--- src/rtl/mbus_busy_clr_sched.sv ---
// Round-robin scheduler for the always-on busy-clear resource: grants one requester,
// drives a fixed-width CLR_BUSY pulse, confirms BUS_BUSYn and acknowledges, with timeout and isolation abort.
module mbus_busy_clr_sched #(
  parameter int N_REQ     = 3,
  parameter int PULSE_LEN = 2,
  parameter int TIMEOUT   = 15,
  parameter int HOLDOFF   = 1
) (
  input  logic             CLK,
  input  logic             RESET_BUSY,
  input  logic [N_REQ-1:0] REQ,
  input  logic [N_REQ-1:0] ISO_MASK,
  input  logic             BC_RELEASE_ISO,
  input  logic             BUS_BUSYn,
  output logic [N_REQ-1:0] GNT,
  output logic             CLR_BUSY,
  output logic [N_REQ-1:0] ACK,
  output logic             ERR
);

  localparam int MAX_PT  = (PULSE_LEN > TIMEOUT) ? PULSE_LEN : TIMEOUT;
  localparam int CNT_MAX = (MAX_PT > HOLDOFF) ? MAX_PT : HOLDOFF;
  localparam int CW      = $clog2(CNT_MAX + 1);
  localparam int LW      = $clog2(N_REQ);

  localparam logic [CW-1:0] PULSE_LD = CW'(PULSE_LEN - 1);
  localparam logic [CW-1:0] TO_LD    = CW'(TIMEOUT - 1);
  localparam logic [CW-1:0] HO_LD    = CW'((HOLDOFF > 0) ? HOLDOFF - 1 : 0);

  typedef enum logic [1:0] {
    S_IDLE,
    S_PULSE,
    S_CONFIRM,
    S_HOLDOFF
  } state_t;

  state_t           state_q, state_d;
  logic [CW-1:0]    cnt_q, cnt_d;
  logic [LW-1:0]    last_q, last_d;
  logic [N_REQ-1:0] gnt_q, gnt_d;
  logic [N_REQ-1:0] ack_q, ack_d;
  logic             clr_q, clr_d;
  logic             err_q, err_d;

  logic [N_REQ-1:0] elig;
  logic             pick_valid;
  logic [LW-1:0]    pick_idx;
  int               cand;
  logic             abort;
  logic             op_done;

  assign elig  = REQ & ~(ISO_MASK & {N_REQ{BC_RELEASE_ISO}});
  // Isolation re-asserted on the granted requester's domain kills the pulse.
  assign abort = BC_RELEASE_ISO & |(gnt_q & ISO_MASK);

  // Round-robin pick: first eligible index scanning upward from last+1.
  always_comb begin
    pick_valid = 1'b0;
    pick_idx   = '0;
    cand       = 0;
    for (int i = 1; i <= N_REQ; i++) begin
      cand = (int'(last_q) + i) % N_REQ;
      if (!pick_valid && elig[cand]) begin
        pick_valid = 1'b1;
        pick_idx   = LW'(cand);
      end
    end
  end

  always_comb begin
    // NOTE: every output of this block gets a default first, so no path can infer a latch.
    state_d = state_q;
    cnt_d   = cnt_q;
    last_d  = last_q;
    gnt_d   = gnt_q;
    clr_d   = clr_q;
    ack_d   = '0;
    err_d   = 1'b0;
    op_done = 1'b0;

    case (state_q)
      S_IDLE: begin
        if (pick_valid) begin
          gnt_d           = '0;
          gnt_d[pick_idx] = 1'b1;
          clr_d           = 1'b1;
          cnt_d           = PULSE_LD;
          last_d          = pick_idx;
          state_d         = S_PULSE;
        end
      end
      S_PULSE: begin
        if (abort) begin
          clr_d   = 1'b0;
          err_d   = 1'b1;
          op_done = 1'b1;
        end else if (cnt_q == '0) begin
          clr_d   = 1'b0;
          cnt_d   = TO_LD;
          state_d = S_CONFIRM;
        end else begin
          cnt_d = cnt_q - CW'(1);
        end
      end
      S_CONFIRM: begin
        if (BUS_BUSYn) begin
          ack_d   = gnt_q;
          op_done = 1'b1;
        end else if (cnt_q == '0) begin
          ack_d   = gnt_q;
          err_d   = 1'b1;
          op_done = 1'b1;
        end else begin
          cnt_d = cnt_q - CW'(1);
        end
      end
      S_HOLDOFF: begin
        if (cnt_q == '0) state_d = S_IDLE;
        else             cnt_d   = cnt_q - CW'(1);
      end
      default: state_d = S_IDLE;
    endcase

    // Grant drops on the same edge that finishes the operation.
    if (op_done) begin
      gnt_d = '0;
      if (HOLDOFF == 0) begin
        state_d = S_IDLE;
        cnt_d   = '0;
      end else begin
        state_d = S_HOLDOFF;
        cnt_d   = HO_LD;
      end
    end
  end

  always_ff @(posedge CLK or negedge RESET_BUSY) begin
    if (!RESET_BUSY) begin
      state_q <= S_IDLE;
      cnt_q   <= '0;
      last_q  <= LW'(N_REQ - 1);
      gnt_q   <= '0;
      clr_q   <= 1'b0;
      ack_q   <= '0;
      err_q   <= 1'b0;
    end else begin
      // NOTE: non-blocking assignments so every register samples pre-edge values.
      state_q <= state_d;
      cnt_q   <= cnt_d;
      last_q  <= last_d;
      gnt_q   <= gnt_d;
      clr_q   <= clr_d;
      ack_q   <= ack_d;
      err_q   <= err_d;
    end
  end

  assign GNT      = gnt_q;
  assign CLR_BUSY = clr_q;
  assign ACK      = ack_q;
  assign ERR      = err_q;

endmodule
--- config.mk ---
export PLATFORM = sky130hd
export DESIGN_NAME = mbus_busy_clr_sched
export DESIGN_NICKNAME = d
export VERILOG_FILES = /design/src/rtl/mbus_busy_clr_sched.sv
export SDC_FILE = /design/constraint.sdc
export NUM_CORES = 1
export LEC_CHECK = 0
export BUFFER_PORTS_ARGS = -buffer_cell sky130_fd_sc_hd__clkbuf_2
export CAP_MARGIN = 15
export CORE_ASPECT_RATIO = 1.2
export CORE_MARGIN = 2
export CORE_UTILIZATION = 50
export CTS_CLUSTER_SIZE = 28
export DETAILED_ROUTE_END_ITERATION = 10
export GPL_TIMING_DRIVEN = 1
export HOLD_SLACK_MARGIN = 0.02
export PLACE_DENSITY = 0.75
export SLEW_MARGIN = 20
export SYNTH_ARGS = -nofsm -noshare
export SYNTH_HDL_FRONTEND = slang
export SYNTH_SLANG_ARGS = --single-unit
--- constraint.sdc ---
create_clock -name CLK -period 4.2 [get_ports CLK]
set_clock_uncertainty 0.2 [all_clocks]
set_input_delay 0 -clock CLK [delete_from_list [all_inputs] [get_ports CLK]]
set_output_delay 0 -clock CLK [all_outputs]
set_load 0.005 [all_outputs]
==> results.sh <==
export IMPL_hpwl_mm=1.81
export IMPL_vdd_ir_drop_worst_mv=0.484
export IMPL_synthXorXnorAreaFrac_pct=0.793
export IMPL_critical_path_slowest_cell="sky130_fd_sc_hd__dfstp_2"
export IMPL_max_slew_margin_pct=54.3
export IMPL_dp_cells=166
export IMPL_timing_final_crit_period_ps=2410
export IMPL_critPathCaptureType="flip-flop"
export IMPL_total_leakage_power_nw=0.614
export IMPL_grt_max_degree=16
export IMPL_worstPathBufferInverterCount=0
export IMPL_power_density_mw_per_mm2=833
export IMPL_pre_cts_slack_ps=1810
export IMPL_number_of_cts_inserted_buffers=3
export IMPL_min_delay_path_class="input port to flip-flop"
export IMPL_synth_area_sq_mm=0.00110
export IMPL_yosys_cell_types_count=44
export IMPL_postSynthNetCount=139
export IMPL_critical_path_startpoint_type="flip-flop"
export IMPL_outcome="finished clean"
export IMPL_wire_length_of_the_first_global_routing_pass_mm=3.95
export IMPL_route_detailed_wl_per_inst_um=13.7
export IMPL_mux_cell_area_share_after_synthesis_pct=0
export IMPL_synth_enable_flop_cells=0
export IMPL_critical_path_peak_fanout=9
export IMPL_synthFlopType="sky130_fd_sc_hd__dfrtp_1"
export IMPL_top_cell_type_by_total_area_after_synthesis="sky130_fd_sc_hd__dfrtp_1"
export IMPL_floorplan_die_width_um=46.9
export IMPL_first_iter_violations=9
export IMPL_grt_ovfl_total=0
export IMPL_synthToLayoutAreaGrowth_pct=17.2
export IMPL_critical_path_top_delay_family="simple AND/OR/NAND/NOR gates"
export IMPL_synth_simple_gate_area_share_pct=18.7
export IMPL_yosysWarningCount=0
export IMPL_cts_sinks=16
export IMPL_final_critical_path_setup_slack_ps=1790
export IMPL_ioPinCount=18
export IMPL_timing_reg2reg_worst_path_depth=7
export IMPL_dr_total_vias=946
export IMPL_route_detailed_drc=0
export IMPL_drt_pass1_iter_count=5
export IMPL_cpMostUsedCell="sky130_fd_sc_hd__o22ai_1"
export IMPL_rsz0062_at_grt="no"
export IMPL_ant_nets=0
export IMPL_fin_nets=163
export IMPL_die_height_um=55.5
export IMPL_num_fill_cells=189
export IMPL_totalNegativeSetupSlack_ps=0
export IMPL_synth_compound_gate_area_share_pct=30.9
export IMPL_post_cts_setup_buffers=0
export IMPL_async_reset_ff_share_pct=100
export IMPL_grt_antenna_before_repair=0
export IMPL_cts_max_level=1
export IMPL_wl_mm=2.39
export IMPL_worst_path_required_time_ps=4170
export IMPL_clkTransAtPathRegs_ps=100
export IMPL_synth_top_family_by_area="compound AO/OA/AOI/OAI gates"
export IMPL_finish_cell_count_without_fillers=174
export IMPL_post_synth_top_area_fraction_pct=34.0
export IMPL_path_depth=7
export IMPL_num_antenna_cells=0
export IMPL_worstPathArrival_ps=2380
export IMPL_ctsRootBufferMaster="sky130_fd_sc_hd__clkbuf_4"
export IMPL_max_clock_freq_mhz=415
export IMPL_number_of_max_slew_violations_in_the_final_report=0
export IMPL_timing_max_cap_violations=0
export IMPL_hold_violations=0
export IMPL_routed_via_density=5.44
export IMPL_synth_adder_area_share_pct=9.06
export IMPL_reg2reg_slack_ps=1790
export IMPL_finalWeightedCongestion=0.878
export IMPL_floorplan_initialDensity_pct=53.3
export IMPL_clockBufferDepth=2
export IMPL_layout_drive_gt1_share_pct=22.9
export IMPL_slew_of_the_pin_with_the_lowest_slew_margin_ps=684
export IMPL_synth_area_per_cell_sq_um=9.13
export IMPL_placement_io_buffers=17
export IMPL_synthesis_instances=121
export IMPL_std_cell_rows=18
export IMPL_report_final_setup_viol=0
export IMPL_critical_path_class="flip-flop to flip-flop"
export IMPL_cts_tree="yes"
export IMPL_totalPowerFinal_mw=1.08
export IMPL_hold_depth=4
export IMPL_core_area_sq_mm=0.00207
export IMPL_synth_seq_area_share_pct=36.4
export IMPL_grt_total_usage_pct=20.3
export IMPL_first_global_vias=906
export IMPL_floorplan_die_area_sq_mm=0.00260
export IMPL_delay_of_the_slowest_cell_on_the_worst_path_ps=560
export IMPL_worst_skew_pair_late_latency_ps=280
export IMPL_crit_path_cell_trace="ha_1 -> nand2b_1 -> o22ai_1 -> or3b_1 -> o22ai_1 -> nand2_1 -> o311ai_0"
export IMPL_synth_area_leaders="sky130_fd_sc_hd__dfrtp_1, sky130_fd_sc_hd__ha_1, sky130_fd_sc_hd__nor2_1"
export IMPL_ys_seq_elements=16
export IMPL_fin_crit_sh_pct=57.4
==> cell usage in the layout, fill, tap and decap left out, types with 4 or more instances in the layout <==
master                          instances
sky130_fd_sc_hd__o21ai_0                4
sky130_fd_sc_hd__nor3_1                 4
sky130_fd_sc_hd__clkbuf_2              17
sky130_fd_sc_hd__nand2_1               10
sky130_fd_sc_hd__inv_1                 10
sky130_fd_sc_hd__ha_1                   8
sky130_fd_sc_hd__dfrtp_1               15
sky130_fd_sc_hd__a21oi_1                8
sky130_fd_sc_hd__nor2_1                13
sky130_fd_sc_hd__dlygate4sd3_1          4
==> cell usage after synthesis (all sizes together) (3+ instances only) <==
cell	count
a21bo	3
a21boi	3
a21oi	8
dfrtp	15
ha	8
inv	10
nand2	10
nor2	13
nor3	5
nor3b	3
o21ai	7
==> per-layer routing <==
metal | track usage, % | share of wire (%)
met1 | 27.0 | 46
met2 | 32.1 | 50
met3 | 2.29 | 2.6
met4 | 8.33 | 1.1
met5 | 0 | 0
==> registers in the layout (all words and copies together), names as in the netlist <==
register / flops
ACK: 3
CLR_BUSY: 1
ERR: 1
GNT: 3
state_q: 2
last_q: 2
cnt_q: 4
==> final timing paths <==
kind	start	end
max reg2reg	last_q[1]	state_q[0]
min in group asynchronous	RESET_BUSY	last_q[1]
min	BC_RELEASE_ISO	ERR
max in group asynchronous	RESET_BUSY	GNT[0]
min reg2reg	CLR_BUSY	CLR_BUSY
max	last_q[1]	state_q[0]
==> kinds of logic after synthesis <==
group                      count (synthesis)
and+or+nand+nor                           41
DFF                                       16
AOI/OAI and AO/OA                         43
buffers and inverters                     12
xor gates and xnor gates                   1
adders and majority gates                  8
==> repair_timing <==
action,4_1_cts,5_1_grt
endpoints found under the hold margin,22,0
hold buffers,4,0
gates resized for setup,0,0
==> layout make-up <==
type / count / area (sq um) / share of cell area [%]
Multi-Input combinational cell: 93 / 657 / 50.7
Sequential cell: 16 / 402 / 31.0
Timing Repair Buffer: 21 / 125 / 9.66
Inverter: 10 / 37.5 / 2.90
Tap cell: 30 / 37.5 / 2.90
Clock buffer: 4 / 36.3 / 2.80
==> tightest hold or removal path, delay by kind of cell <==
kind	cells	cell delay, ps
AOI/OAI and AO/OA	1	90
buffers and inverters	1	120
and+or+nand+nor	2	280
==> where the power goes <==
group | switching, mW | leakage [nW] | internal, mW
clock network | 0.0493 | 0.0210 | 0.0526
registers | 0.0535 | 0.199 | 0.224
logic | 0.392 | 0.394 | 0.307
total | 0.495 | 0.614 | 0.583
==> metrics by stage <==
step	hold slack [ps]	utilization, %	cell area (sq um)
after floorplan	-496	-	1100
after global placement	-264	58.8	1220
after detailed placement	-252	58.8	1220
after CTS	42.1	62.5	1290
after global routing	78.2	62.5	1290
final	43.0	62.5	1290
Power figures use the tool's default switching activity.
